File: config.mk
export PLATFORM = sky130hd
export DESIGN_NAME = alarm_ctrl
export DESIGN_NICKNAME = d
export VERILOG_FILES = /design/src/rtl/alarm_ctrl.sv
export SDC_FILE = /design/constraint.sdc
export NUM_CORES = 1
export LEC_CHECK = 0
export ABC_AREA = 1
export CORE_MARGIN = 2
export CORE_UTILIZATION = 60
export CTS_BUF_LIST = sky130_fd_sc_hd__clkbuf_4 sky130_fd_sc_hd__clkbuf_8
export CTS_CLUSTER_DIAMETER = 150
export DETAILED_ROUTE_END_ITERATION = 8
export GPL_ROUTABILITY_DRIVEN = 0
export HOLD_SLACK_MARGIN = 0.02
export PLACE_DENSITY = 0.87
export SYNTH_ARGS = -nofsm -noshare
export SYNTH_HDL_FRONTEND = slang
export SYNTH_SLANG_ARGS = --single-unit
File: constraint.sdc
create_clock -name clk -period 3.9 [get_ports clk]
set_input_delay 0.78 -clock clk [delete_from_list [all_inputs] [get_ports clk]]
set_output_delay 0.78 -clock clk [all_outputs]
set_load 0.01 [all_outputs]
File: src/rtl/alarm_ctrl.sv
// Arm/disarm security controller: exit delay, entry delay and latched siren.
// Optional feature ALARM_AUTORESET_EN: siren times out after SIREN_CYCLES and the system re-arms.
module alarm_ctrl #(
  parameter int EXIT_CYCLES  = 16,
  parameter int ENTRY_CYCLES = 8,
  parameter int SIREN_CYCLES = 32,
  parameter int CNT_W        = 8
) (
  input  logic       clk,
  input  logic       rst_n,
  input  logic       arm,
  input  logic       disarm,
  input  logic       trig,
  output logic       siren,
  output logic       armed,
  output logic       pending,
  output logic [2:0] state
);

  typedef enum logic [2:0] {
    DISARMED = 3'd0,
    EXIT     = 3'd1,
    ARMED    = 3'd2,
    ENTRY    = 3'd3,
    ALARM    = 3'd4
  } state_e;

  // Delays of N cycles load N-1 because the zero count is itself one cycle.
  localparam logic [CNT_W-1:0] EXIT_LOAD  = CNT_W'(EXIT_CYCLES - 1);
  localparam logic [CNT_W-1:0] ENTRY_LOAD = CNT_W'(ENTRY_CYCLES - 1);
  localparam logic [CNT_W-1:0] CNT_ONE    = CNT_W'(1);

  if (EXIT_CYCLES < 1 || EXIT_CYCLES > 2**CNT_W ||
      ENTRY_CYCLES < 1 || ENTRY_CYCLES > 2**CNT_W ||
      SIREN_CYCLES < 1 || SIREN_CYCLES > 2**CNT_W) begin : g_bad_param
    $error("alarm_ctrl: delay parameter outside 1..2**CNT_W");
  end

`ifdef ALARM_AUTORESET_EN
  localparam logic [CNT_W-1:0] SIREN_LOAD = CNT_W'(SIREN_CYCLES - 1);
`endif

  state_e           state_q, state_d;
  logic [CNT_W-1:0] cnt_q, cnt_d;
  logic             siren_q, armed_q, pending_q;

  always_comb begin
    state_d = state_q;
    cnt_d   = cnt_q;
    if (disarm) begin
      state_d = DISARMED;
      cnt_d   = '0;
    end else begin
      case (state_q)
        DISARMED: begin
          if (arm) begin
            state_d = EXIT;
            cnt_d   = EXIT_LOAD;
          end
        end
        EXIT: begin
          if (cnt_q == '0) state_d = ARMED;
          else             cnt_d   = cnt_q - CNT_ONE;
        end
        ARMED: begin
          if (trig) begin
            state_d = ENTRY;
            cnt_d   = ENTRY_LOAD;
          end
        end
        ENTRY: begin
          if (cnt_q == '0) begin
            state_d = ALARM;
`ifdef ALARM_AUTORESET_EN
            cnt_d   = SIREN_LOAD;
`else
            cnt_d   = '0;
`endif
          end else begin
            cnt_d = cnt_q - CNT_ONE;
          end
        end
        ALARM: begin
`ifdef ALARM_AUTORESET_EN
          if (cnt_q == '0) state_d = ARMED;
          else             cnt_d   = cnt_q - CNT_ONE;
`else
          cnt_d = '0;
`endif
        end
        default: begin
          state_d = DISARMED;
          cnt_d   = '0;
        end
      endcase
    end
  end

  // Outputs are decoded from the next state so they register alongside it.
  always_ff @(posedge clk or negedge rst_n) begin
    if (!rst_n) begin
      state_q   <= DISARMED;
      cnt_q     <= '0;
      siren_q   <= 1'b0;
      armed_q   <= 1'b0;
      pending_q <= 1'b0;
    end else begin
      state_q   <= state_d;
      cnt_q     <= cnt_d;
      siren_q   <= (state_d == ALARM);
      armed_q   <= (state_d == ARMED) || (state_d == ENTRY) || (state_d == ALARM);
      pending_q <= (state_d == EXIT) || (state_d == ENTRY);
    end
  end

  assign siren   = siren_q;
  assign armed   = armed_q;
  assign pending = pending_q;
  assign state   = state_q;

endmodule

; Word level (Yosys, flattened, before mapping)
; Cells that the tools add are included.
; W data, S select, Z words.
[totals]
reg_bits = 14
in_bits = 5
output_inout_bits = 6
wordCells = 35
[classes]
addsub = 1
eq_ne = 11
n_mux = 12
n_reduce_logical = 6
[ops]
columns = op, count
row1 = $mux W8, 5
row2 = $pmux W8 S4, 1
row3 = $mux W3, 5
row4 = $pmux W3 S5, 1
row5 = $eq A3 B2 Y1 const B, 4
row6 = $ne A3 B3 Y1 const B, 3
row7 = $logic_not A8 Y1, 1
row8 = $sub A8 B1 Y8 const B, 1
row9 = $eq A3 B1 Y1 const B, 2
row10 = $eq A3 B3 Y1 const B, 2
row11 = $logic_not A3 Y1, 1
row12 = $logic_or A1 B1 Y1, 3
row13 = $reduce_and A3 Y1, 1

; Depth between registers and ports, before layout
; Gate-level depths: netlist of run 1.
[logic_depth]
ltp_word = 7
ltp_mapped = 10
ltp_nobuf = 10

; Worst setup path before layout of run 1
; No wires, ideal clock.
[synth_timing]
path_kind = input to register
from = input port arm
to = register cnt_q[7]
setup_ns = 0.117
t_arrival_ns = 1.280
required_ns = 3.783
path_slack_ns = 2.503
path_stages = 7
n_path_buf = 0
path_cell_list = nand3b_1 > nand2_1 > inv_1 > nand2_4 > nand2_4 > nand3_1 > nand2_1
[synth_between]
elab_chain_cells = 2
[synth_lines]
columns = element, line
row1 = "start, declared", 11  ; input logic arm,
row2 = $ne A3 B3 Y1 (no source line), -
row3 = $reduce_and A3 Y1 (no source line), -
row4 = "end signal, assigned", 109  ; cnt_q <= cnt_d;
row5 = "end, declared", 44  ; logic [CNT_W-1:0] cnt_q, cnt_d;
; Every way passes these cells.
; A chain may end at the register's enable or synchronous reset.

; Final worst setup path of run 1
[layout_timing]
from = register state_q[1], in the netlist state[1]
to = output port state[1]
[layout_lines]
columns = element, line
row1 = "start, declared", 43  ; state_e state_q, state_d;
row2 = "start signal, assigned", 108  ; state_q <= state_d;
row3 = "end, declared", 17  ; output logic [2:0] state
; No word-level cell between the ends.

==> metrics.cfg, run 1 <==
[timing]
maxSlewViolCount=0
finClkSkew_ns=0.000559
max-slew-margin-rel=0.578
setup_viol=0
hold_violations=0
min_period_ns=2.07
max_clock_freq_mhz=483
worst_pin_slew_ns=0.630
tns_ns=0
rsz0062_at_grt=no
post-route-period-util=0.531

[clock_tree]
path_clk_slew_ns=0.08
cts.htree.levels=1
clock-sinks=14
cts_made_buffers=3
cts-root-buf=clkbuf_4
post_cts_buffers=0
worstSkewPairLatency_ns=0.27
clockBufferDepth=2
cts_tree=yes
cts.repair.resized=0
hold_buffers=0

[power_and_ir_drop]
cell_internal_pwr_mw=0.390
switching_share=0.490
power.share.combinational=0.596
p_leak_nw=0.532
p_per_area_nw_per_um2=743
vdd_ir_drop_max_v=0.000514
p_sw_mw=0.374
power.clock.fraction=0.104
seqPwrFrac=0.301

[route]
avgRoutedWirePerCell_um=13.2
ant_nets=0
first_pass_iters=4
via_count=818
post-route-drc-count=0
wl_mm=1.92
drtIter0Drc=35
vias_per_cell=5.60

[synthesis]
ys_warn_count=0
yosys.cell_types.count=21
synth_area_leaders=dfrtp_1 39%, nand2_1 14%, nand3_1 6.8%
synth_area_um2=887
synthCells=118
yosys_register_bits=14
synth_nets=125
avgSynthCellArea_um2=7.52
yosysTopAreaCell=dfrtp_1
synth.top_cell.area_share=0.395
seq_area_frac_synth=0.395

[floorplan]
die_y_um=42.5
start_util=0.665
dieArea_um2=1800
chipWidth_um=42.5
rows=13
ioPinCount=11
core-area_um2=1330

[min_path]
hp-start=cnt_q[4]
holdPathEnd=cnt_q[4]
hp-class=reg -> reg
min_path_cells=2

[status]
run_status=completed

[setup_path]
crit_chain=clkdlybuf4s50_1
endpoint_kind=output port
path_class=reg -> out
max_stage_delay_ns=0.57
rr_worst_depth=9
crit_arrival_ns=1.29
reg2reg_slack_ns=2.28
worstSetupStartpointType=register
crit_family=buffers and inverters
critPathBufInv=1
cp_slowest_cell=clkdlybuf4s50_1
r2r-end=cnt_q[2]
worst-path-max-fanout=4
required_ns=3.12
crit-reg2reg-launch=cnt_q[0]

[global_route]
grt_first_pass_wirelength_mm=3.35
overflow=0
grt_pass1_vias=723
track_usage=0.243
antenna_found_initial=0
grt_max_degree=15

[cells_and_area]
diodes=0
drive_gt1_frac=0.122
final_util=0.771
area_growth_pct=15.9
final_nets=140

[placement]
io_buffers=10
dp_hpwl_mm=1.51

[flow_run]
drv_cap=0

[worst register-to-register path, stage by stage, from the launching register on]
cell	delay, ns
dfrtp_1	0.37
inv_1	0.20
ha_1	0.21
nand2_2	0.10
o21ai_4	0.21
nand2_1	0.15
nand2_1	0.09
nand2_1	0.07
nand2_1	0.07
nand2_1	0.05
[synthesized netlist by cell type]
master	count
xnor2_1	3
nor2_1	12
nand3b_1	1
nand2_4	2
a31oi_1	2
inv_2	1
inv_1	15
nor2_2	1
xor2_1	2
ha_1	2
a21oi_1	4
nor2_4	3
o21ai_4	1
nand2_1	34
o21ai_1	2
nand3_1	12
a22oi_1	1
clkinv_4	1
dfrtp_1	14
nand2_2	4
o21ai_0	1
[cell usage in the layout, fill, tap and decap left out, types with 2 or more instances in the layout]
cell type / netlist / routed
a31oi_1: 2 / 2
a21oi_1: 4 / 4
xnor2_1: 3 / 3
clkdlybuf4s50_1: 0 / 10
nand2_4: 2 / 2
nand2_2: 4 / 4
dfrtp_1: 14 / 14
clkbuf_4: 0 / 3
nor2_1: 12 / 12
nand2_1: 34 / 34
nand3_1: 12 / 12
ha_1: 2 / 2
nor2_4: 3 / 3
xor2_1: 2 / 2
o21ai_1: 2 / 2
inv_1: 15 / 15
[kinds of logic after synthesis]
family	synth area share
compound gates	0.0804
xor+xnor	0.0494
fa+ha+maj	0.0282
buf+inv	0.0776
flops	0.395
simple gates	0.370
[worst max path at each step]
stage	from	to	slack (ns)	cells after the start
after floorplan	arm	cnt_q[7]	2.50	7
after global placement	disarm	cnt_q[6]	1.95	6
after detailed placement	disarm	cnt_q[5]	1.90	6
after CTS	state[1]	state[1]	1.83	1
after global routing	state[1]	state[1]	1.78	1
final	state[1]	state[1]	1.83	1
[power by group through the flow]
stage,Combinational (mW),Clock (mW),Sequential [mW]
2_1_floorplan,0.340,0,0.227
3_3_place_gp,0.435,0,0.228
3_5_place_dp,0.446,0,0.230
4_1_cts,0.451,0.0811,0.228
5_1_grt,0.508,0.0859,0.234
6_report,0.455,0.0793,0.230
[metrics by stage]
| stage | cells | hold slack [ns] | setup WS, ns | total power [mW] | area [um^2] |
|---|---|---|---|---|---|
| final | 146 | 0.562 | 1.83 | 0.764 | 1030 |
| after global routing | 146 | 0.586 | 1.78 | 0.828 | 1030 |
| after CTS | 146 | 0.555 | 1.83 | 0.760 | 1030 |
| after detailed placement | 143 | 0.535 | 1.90 | 0.677 | 1010 |
| after global placement | 143 | 0.530 | 1.95 | 0.663 | 1010 |
| after floorplan | 118 | 0.484 | 2.50 | 0.568 | 887 |
[area by class of cell]
class                   instances  area (um^2)
clock buffers                   3         22.5
inverters                      17         68.8
fillers                        99          305
well taps                      15         18.8
flip-flops and latches         14          350
multi-input cells              87          468
repair buffers                 10          100
[sequential cells by signal (all words and copies together) (netlist names)]
signal   flops
armed        1
cnt_q        8
pending      1
siren        1
state        3
[routing by layer]
layer	track usage	part of all wire	up-vias
met5	0	0	-
met4	0.0375	0.010	0
met3	0.0388	0.068	4
met2	0.354	0.45	39
met1	0.383	0.47	382
li1	-	-	393
(Power assumes the default switching activity.)
==> run 2: changes to the inputs <==
--- a/config.mk
+++ b/config.mk
@@ -7,13 +7,13 @@
 export LEC_CHECK = 0
 export ABC_AREA = 1
 export CORE_MARGIN = 2
-export CORE_UTILIZATION = 60
+export CORE_UTILIZATION = 56
 export CTS_BUF_LIST = sky130_fd_sc_hd__clkbuf_4 sky130_fd_sc_hd__clkbuf_8
 export CTS_CLUSTER_DIAMETER = 150
 export DETAILED_ROUTE_END_ITERATION = 8
 export GPL_ROUTABILITY_DRIVEN = 0
 export HOLD_SLACK_MARGIN = 0.02
-export PLACE_DENSITY = 0.87
+export PLACE_DENSITY = 0.82
 export SYNTH_ARGS = -nofsm -noshare
 export SYNTH_HDL_FRONTEND = slang
 export SYNTH_SLANG_ARGS = --single-unit
==> constraint.sdc (replaced) <==
create_clock -name clk -period 2.1 [get_ports clk]
set_input_delay 0.42 -clock clk [delete_from_list [all_inputs] [get_ports clk]]
set_output_delay 0.42 -clock clk [all_outputs]
set_load 0.01 [all_outputs]
==> run 2 against run 1 <==
Net effect: design area rose by 0.12%; wire length fell by 4.1%; hold slack got worse by 0.035 ns; critical endpoint unchanged; largest power group unchanged.
==> metrics.cfg, run 2 (same netlist as run 1, synthesis figures left out) <==
[setup_path]
cp_slowest_cell=clkdlybuf4s50_1
crit_family=buffers and inverters
crit_arrival_ns=1.28  ; about the same
path_class=reg -> out
required_ns=1.68  ; -1.44 ns
critPathBufInv=1  ; unchanged
worstSetupStartpointType=register
crit_chain=clkdlybuf4s50_1
worst-path-max-fanout=4  ; unchanged
endpoint_kind=output port
max_stage_delay_ns=0.57  ; about the same

[cells_and_area]
regMostFlops=cnt_q
layout_common_cells=34 x nand2_1, 15 x inv_1, 14 x dfrtp_1
fillCellCount=122  ; +23%
final_common_cell=nand2_1
largest_register_ffs=8  ; unchanged
area_growth_pct=16.1
diodes=0  ; unchanged
final_nets=140  ; unchanged
drive_gt1_frac=0.122  ; unchanged

[global_route]
overflow=0  ; unchanged
grt_first_pass_wirelength_mm=3.17  ; -5.5%
track_usage=0.229  ; -0.0137
grt_pass1_vias=713  ; -1.4%
antenna_found_initial=0  ; unchanged
grt_max_degree=15  ; unchanged

[timing]
post-route-period-util=0.811
tns_ns=0  ; unchanged
rsz0062_at_grt=no
maxSlewViolCount=0  ; unchanged
max_clock_freq_mhz=587
max-slew-margin-rel=0.579  ; about the same
setup_viol=0  ; unchanged
hold_violations=0  ; unchanged
min_period_ns=1.70
finClkSkew_ns=0.00532  ; +0.00476 ns
whs_ns=0.526  ; -0.0352 ns
worst_pin_slew_ns=0.629  ; -0.000799 ns

[floorplan]
die_y_um=43.8  ; +3.2%
ioPinCount=11  ; unchanged
core-area_um2=1490  ; +12%
rows=14  ; +1
chipWidth_um=43.8  ; +3.2%
start_util=0.596  ; -0.0693
dieArea_um2=1920  ; +6.5%

[status]
run_status=completed

[power_and_ir_drop]
p_per_area_nw_per_um2=1360  ; +83%
vdd_ir_drop_max_v=0.000662  ; +29%
power.share.combinational=0.594  ; -0.002
seqPwrFrac=0.301  ; about the same
switching_share=0.482  ; -0.00797
p_sw_mw=0.673  ; +80%
cell_internal_pwr_mw=0.724  ; +86%
power.clock.fraction=0.105  ; about the same
p_leak_nw=0.532  ; unchanged

[route]
vias_per_cell=5.41  ; -3.5%
avgRoutedWirePerCell_um=12.5  ; -4.8%
wl_mm=1.84  ; -4.1%
first_pass_iters=4  ; unchanged
drtIter0Drc=19  ; -46%
ant_nets=0  ; unchanged
post-route-drc-count=0  ; unchanged
via_count=795  ; -2.8%

[clock_tree]
cts_tree=yes
post_cts_buffers=0  ; unchanged
worstSkewPairLatency_ns=0.28  ; about the same
cts.htree.levels=1  ; unchanged
clockBufferDepth=2  ; unchanged
hold_buffers=0  ; unchanged
cts.repair.resized=0  ; unchanged
cts-root-buf=clkbuf_4
path_clk_slew_ns=0.08  ; about the same
clock-sinks=14  ; unchanged
cts_made_buffers=3  ; unchanged

[min_path]
hp-class=in -> async

[placement]
dp_hpwl_mm=1.43  ; -5.2%
io_buffers=10  ; unchanged

[flow_run]
drv_cap=0  ; unchanged

run 2: layout make-up:
class,instances,area [um^2],share of cell area
multi-input combinational,87,468,0.454
sequential,14,350,0.340
clock buffer,3,22.5,0.0219
inverter,17,68.8,0.0668
tap,16,20.0,0.0194
timing repair buffer,10,100,0.0972
run 2: path summary, 6_finish.rpt:
path / startpoint / to / slack, ns / cells after the start
max: state[1] / state[1] / 0.40 / 1
min: rst_n / pending / 0.53 / 1
max reg2reg: cnt_q[0] / cnt_q[2] / 0.58 / 9
min reg2reg: cnt_q[3] / cnt_q[3] / 0.53 / 2
max in group asynchronous: rst_n / cnt_q[7] / 1.16 / 1
min in group clk: cnt_q[3] / cnt_q[3] / 0.53 / 2
run 2: power groups by stage:
stage                     logic, mW  clock network [mW]  registers (mW)
after global routing          0.936               0.164           0.431
after floorplan               0.632                   0           0.422
final                         0.830               0.147           0.420
after CTS                     0.829               0.150           0.420
after detailed placement      0.820                   0           0.424
after global placement        0.809                   0           0.422
run 2: per-layer routing:
metal | share of wire | GRT usage | wire length [um] | vias up
met1 | 0.50 | 0.341 | 921 | 376
met2 | 0.44 | 0.312 | 805 | 17
met5 | 0 | 0 | 0 | -
met4 | 0.022 | 0.109 | 40 | 0
li1 | - | - | - | 397
met3 | 0.041 | 0.0500 | 75 | 5
run 2: per-stage QoR:
| stage | utilization | instance area (um^2) | setup slack [ns] | power, mW | instances |
|---|---|---|---|---|---|
| floorplan | - | 887 | 0.757 | 1.05 | 118 |
| global placement | 0.676 | 1010 | 0.495 | 1.23 | 144 |
| detailed placement | 0.676 | 1010 | 0.470 | 1.24 | 144 |
| CTS | 0.692 | 1030 | 0.394 | 1.40 | 147 |
| global route | 0.692 | 1030 | 0.344 | 1.53 | 147 |
| finish | 0.692 | 1030 | 0.396 | 1.40 | 147 |
==> RTL edit 1 (config.mk and constraints of run 2) <==
Set the parameter `CNT_W` to 9 (it was 8).
--- a/src/rtl/alarm_ctrl.sv
+++ b/src/rtl/alarm_ctrl.sv
@@ -4,7 +4,7 @@
   parameter int EXIT_CYCLES  = 16,
   parameter int ENTRY_CYCLES = 8,
   parameter int SIREN_CYCLES = 32,
-  parameter int CNT_W        = 8
+  parameter int CNT_W        = 9
 ) (
   input  logic       clk,
   input  logic       rst_n,
Behaviour: no difference found for any inputs over 10 cycles, from zero or initial values and one cycle with rst_n low; that may be too few to reach the edited logic, so the function may still have changed.
==> RTL edit 1 against run 2 <==
Clock skew about the same. Routed wire length increased by 7.8%. Total power decreased by 9.5%. Utilization increased by 1.6 points. Clock power increased by 16%. Design area increased by 4.7%. Critical endpoint is now state[2]. Sequential cell count increased by 1. Setup slack got worse by 0.021 ns. Area after synthesis increased by 4.9%.
==> RTL edit 1: results (changes against run 2) <==
Synth
  • Number of flops mapped to enable cells by yosys: 0 (unchanged)
  • Xor/xnor share of the synthesized area: 0.0188 (-0.0305)
  • Sequential fraction of the synthesis area: 0.403 (+0.00830)
  • Adder-Cell Fraction of Synth Area: 0.0134 (-0.0148)
  • Ys flop type: dfrtp_1
  • Largest cells by area after synthesis: dfrtp_1 40%, nand2_1 19%, inv_1 7.7%
  • Distinct cell type count of the synthesized netlist: 21 (unchanged)
  • Post-synth ARST share: 1.00 (unchanged)
  • Compound-Gate Fraction of Synth Area: 0.0457 (-0.0347)
  • Syn_area_per_cell: 6.95 um^2 (-7.6%)
  • Post-synth top cells: 47 x nand2_1, 19 x inv_1, 15 x dfrtp_1
  • Net Count, Synth: 140 (+12%)

Clocking
  • Buffer count from post-CTS setup fixing: 0 (unchanged)
  • Clock transition at the registers of the reported paths: 0.10 ns (+0.02 ns)
  • H-tree levels: 1 (unchanged)
  • Num CTS Buffers: 3 (unchanged)
  • CTS Root Cell: clkbuf_4
  • Clk buf depth: 2 (unchanged)

Worst setup path
  • Worst setup path end: state[2]
  • RR Startpoint: cnt_q[0]$_DFFE_PN0P_
  • Critical Path Start: state[2]$_DFF_PN0_
  • Reg2Reg Setup Slack: 0.42 ns (-0.16 ns)
  • Worst r2r dst: cnt_q[3]$_DFFE_PN0P_
  • CP Max Fanout: 5 (+1)
  • Crit path DAT: 1.30 ns (+0.02 ns)
  • Worst Reg2Reg Path Length in Cells: 11 (+2)
  • Worst path slowest cell: clkdlybuf4s50_1

Global routing
  • GR met2 Demand/Resource: 0.409 (+0.0969)
  • Grt met3 use: 0.0360 (-0.0140)
  • Largest net degree at the start of global routing: 16 (+1)
  • Initial antenna violation count: 0 (unchanged)
  • Vias in the first global route: 867 (+22%)
  • Tot GR Track Use: 0.246 (+0.0176)
  • M1 GR Usage: 0.322 (-0.0192)
  • Wire length of the first global-routing pass: 3540 um (+12%)

Routing
  • DR pass1 iterations: 4 (unchanged)
  • Metal2 WL: 974 um (+21%)
  • Routed vias: 878 (+10%)
  • Wire length on met3: 90 um (+20%)
  • Met1 WL: 882 um (-4.2%)
  • Top Layer Used: met4
  • Post-DR wirelength/cell: 12.1 um (-3.4%)
  • Iter 0 DRT Violations: 22 (+3)

Run status
  • Outcome: completed

Min path
  • Worst min path class: reg -> reg
  • Hold path startpoint: cnt_q[0]$_DFFE_PN0P_
  • Hold Path Sink: cnt_q[0]$_DFFE_PN0P_
  • Hold Path Stages: 2

Finish
  • Top reg by flops: cnt_q
  • Layout cell share with drive strength beyond 1: 0.101 (-0.0208)
  • Final Non-Filler Cells: 164 (+12%)
  • Fillers: 136 (+11%)
  • Ant. Diodes: 0 (unchanged)
  • Max FFs per register: 9 (+1)

Power and ir drop
  • Pleak: 0.590 nW (+11%)
  • Max VDD drop: 0.673 mV (+1.6%)

Timing
  • Clock skew: 0.00561 ns (+0.000284 ns)
  • Slew margin rel.: 0.540 (-0.0389)

Placed design
  • Post-DP HPWL: 1590 um (+11%)
  • Port Buffers: 10 (unchanged)
-- RTL edit 1: changes by cell type after synthesis, sizes merged, moves of 2 or more --
cell	delta
nand4	+5
xnor2	-2
inv	+4
nor2	-3
nand2	+13
-- RTL edit 1: area by class of cell --
type	count	area [um^2]	area share
timing repair buffer	10	100	0.0928
tap	16	20.0	0.0186
clock inverter	1	5.00	0.00464
clock buffer	3	22.5	0.0209
multi-input combinational	98	472	0.437
inverter	21	83.8	0.0777
sequential	15	375	0.348
-- RTL edit 1: metrics by stage --
step	hold WS [ns]	power (mW)	cell area, um^2	utilization	setup slack (ns)
finish	0.497	1.26	1080	0.708	0.375
floorplan	0.124	0.917	931	-	0.634
global placement	0.465	1.07	1050	0.690	0.468
CTS	0.495	1.26	1080	0.708	0.378
global route	0.531	1.38	1080	0.708	0.233
detailed placement	0.470	1.09	1050	0.690	0.411
-- RTL edit 1: power by group --
part	switching, mW	leakage (nW)	internal (mW)
clock network	0.0993	0.0177	0.0709
logic	0.427	0.370	0.245
registers	0.0669	0.202	0.356
==> RTL edit 2 (flow settings as in run 2) <==
Without the edit above. Register the output `state` once more, with the module's reset; this adds one clock of latency there. The other outputs are not delayed to match.
--- a/src/rtl/alarm_ctrl.sv
+++ b/src/rtl/alarm_ctrl.sv
@@ -116,7 +116,13 @@
   assign siren   = siren_q;
   assign armed   = armed_q;
   assign pending = pending_q;
-  assign state   = state_q;
+  always_ff @(posedge clk or negedge rst_n) begin
+    if (!rst_n) begin
+      state <= '0;
+    end else begin
+      state <= state_q;
+    end
+  end
 
 endmodule
 
Check against the original RTL: not equivalent (a bounded check fails within 4 cycles, from zero or initial values and one cycle with rst_n low).
==> RTL edit 2 against run 2 <==
Sequential share of layout area grew 1.9 points. Critical path depth increased by 8. Synthesized cell count rose by 14%. Sequential cell count is 3 higher. Design area rose by 15%. Area after synthesis up 15%. Total power is 7.9% higher. Sequential power grew 17%. Routed wire length up 13%. Setup slack better by 0.079 ns. Largest power group unchanged. Highest routed layer unchanged.
==> RTL edit 2: results (changes against run 2) <==
Worst setup path
  • CP Max Fanout: 5 (+1)
  • Crit path DAT: 1.82 ns (+0.54 ns)
  • Worst path slowest cell: dfrtp_1
  • Critical Path Start: cnt_q[0]$_DFFE_PN0P_

Clocking
  • Clock transition at the registers of the reported paths: 0.10 ns (+0.02 ns)

Routing
  • Post-DR wirelength/cell: 12.0 um (-4.3%)
  • Final wirelength: 2090 um (+13%)
  • Metal2 WL: 941 um (+17%)
  • Iter 0 DRT Violations: 74 (+55)
  • Wire length on met3: 131 um (+75%)
  • Routed vias: 933 (+17%)

Synth
  • Compound-Gate Fraction of Synth Area: 0.0489 (-0.0315)
  • Syn Inst Count: 135 (+14%)
  • Post-synth top cells: 39 x nand2_1, 17 x dfrtp_1, 15 x nor2_1
  • Xor/xnor share of the synthesized area: 0.0171 (-0.0323)
  • Largest cells by area after synthesis: dfrtp_1 42%, nand2_1 14%, nand3_1 6.8%
  • Sequential fraction of the synthesis area: 0.416 (+0.0207)
  • Adder-Cell Fraction of Synth Area: 0.0244 (-0.00376)
  • Distinct cell type count of the synthesized netlist: 23 (+9.5%)

Power and ir drop
  • Pleak: 0.626 nW (+18%)
  • Max VDD drop: 0.592 mV (-11%)

Run status
  • Outcome: completed

Global routing
  • M1 GR Usage: 0.343 (+0.00180)
  • Vias in the first global route: 815 (+14%)
  • Grt met3 use: 0.0308 (-0.0192)
  • Wire length of the first global-routing pass: 3550 um (+12%)

Timing
  • Clock skew: 0.00167 ns (-0.00365 ns)
  • Worst Tran Pin Value: 0.290 ns (-0.340 ns)

Finish
  • Nets: 157 (+12%)

Placed design
  • Placed cells: 170 (+18%)
  • Post-DP HPWL: 1610 um (+12%)
## RTL edit 2: worst max-delay path, delay by kind of cell (launching register included)
| family | cells | cell delay, ns |
|---|---|---|
| compound gates | 1 | 0.13 |
| flops | 1 | 0.40 |
| fa+ha+maj | 1 | 0.18 |
| simple gates | 6 | 0.69 |
| buf+inv | 1 | 0.13 |
## RTL edit 2: layout make-up
class                           instances  area share
Inverter                               18      0.0612
Clock inverter                          1     0.00422
Clock buffer                            3      0.0190
Tap cell                               25      0.0264
Multi-Input combinational cell         99       0.439
Sequential cell                        17       0.359
Timing Repair Buffer                   11      0.0908
## RTL edit 2: power by group
part | switching (mW) | leakage [nW] | internal [mW] | total [mW]
clock | 0.103 | 0.0177 | 0.0709 | 0.174
combinational | 0.534 | 0.380 | 0.309 | 0.843
sequential | 0.0791 | 0.228 | 0.412 | 0.491
## RTL edit 2: logic make-up after synthesis
| group | count (synthesis) |
|---|---|
| compound gates | 9 |
| flops | 17 |
| buf+inv | 19 |
| fa+ha+maj | 2 |
| xor+xnor | 2 |
| simple gates | 86 |
## RTL edit 2: per-stage QoR
step	instance area, um^2	setup WS [ns]
floorplan	1020	0.677
global placement	1160	0.386
detailed placement	1160	0.330
CTS	1180	0.498
global route	1180	0.377
finish	1180	0.475
## RTL edit 2: worst paths after layout
check                                             to  slack, ns  cells past startpoint
worst max-delay path            cnt_q[1]$_DFFE_PN0P_       0.48                      9
worst min-delay path              state[1]$_DFF_PN0_       0.41                      0
worst max register to register  cnt_q[1]$_DFFE_PN0P_       0.48                      9
worst min register to register    state[1]$_DFF_PN0_       0.41                      0
max in group asynchronous       cnt_q[6]$_DFFE_PN0P_       1.48                      2
min in group asynchronous         state[1]$_DFF_PN0_       0.43                      2
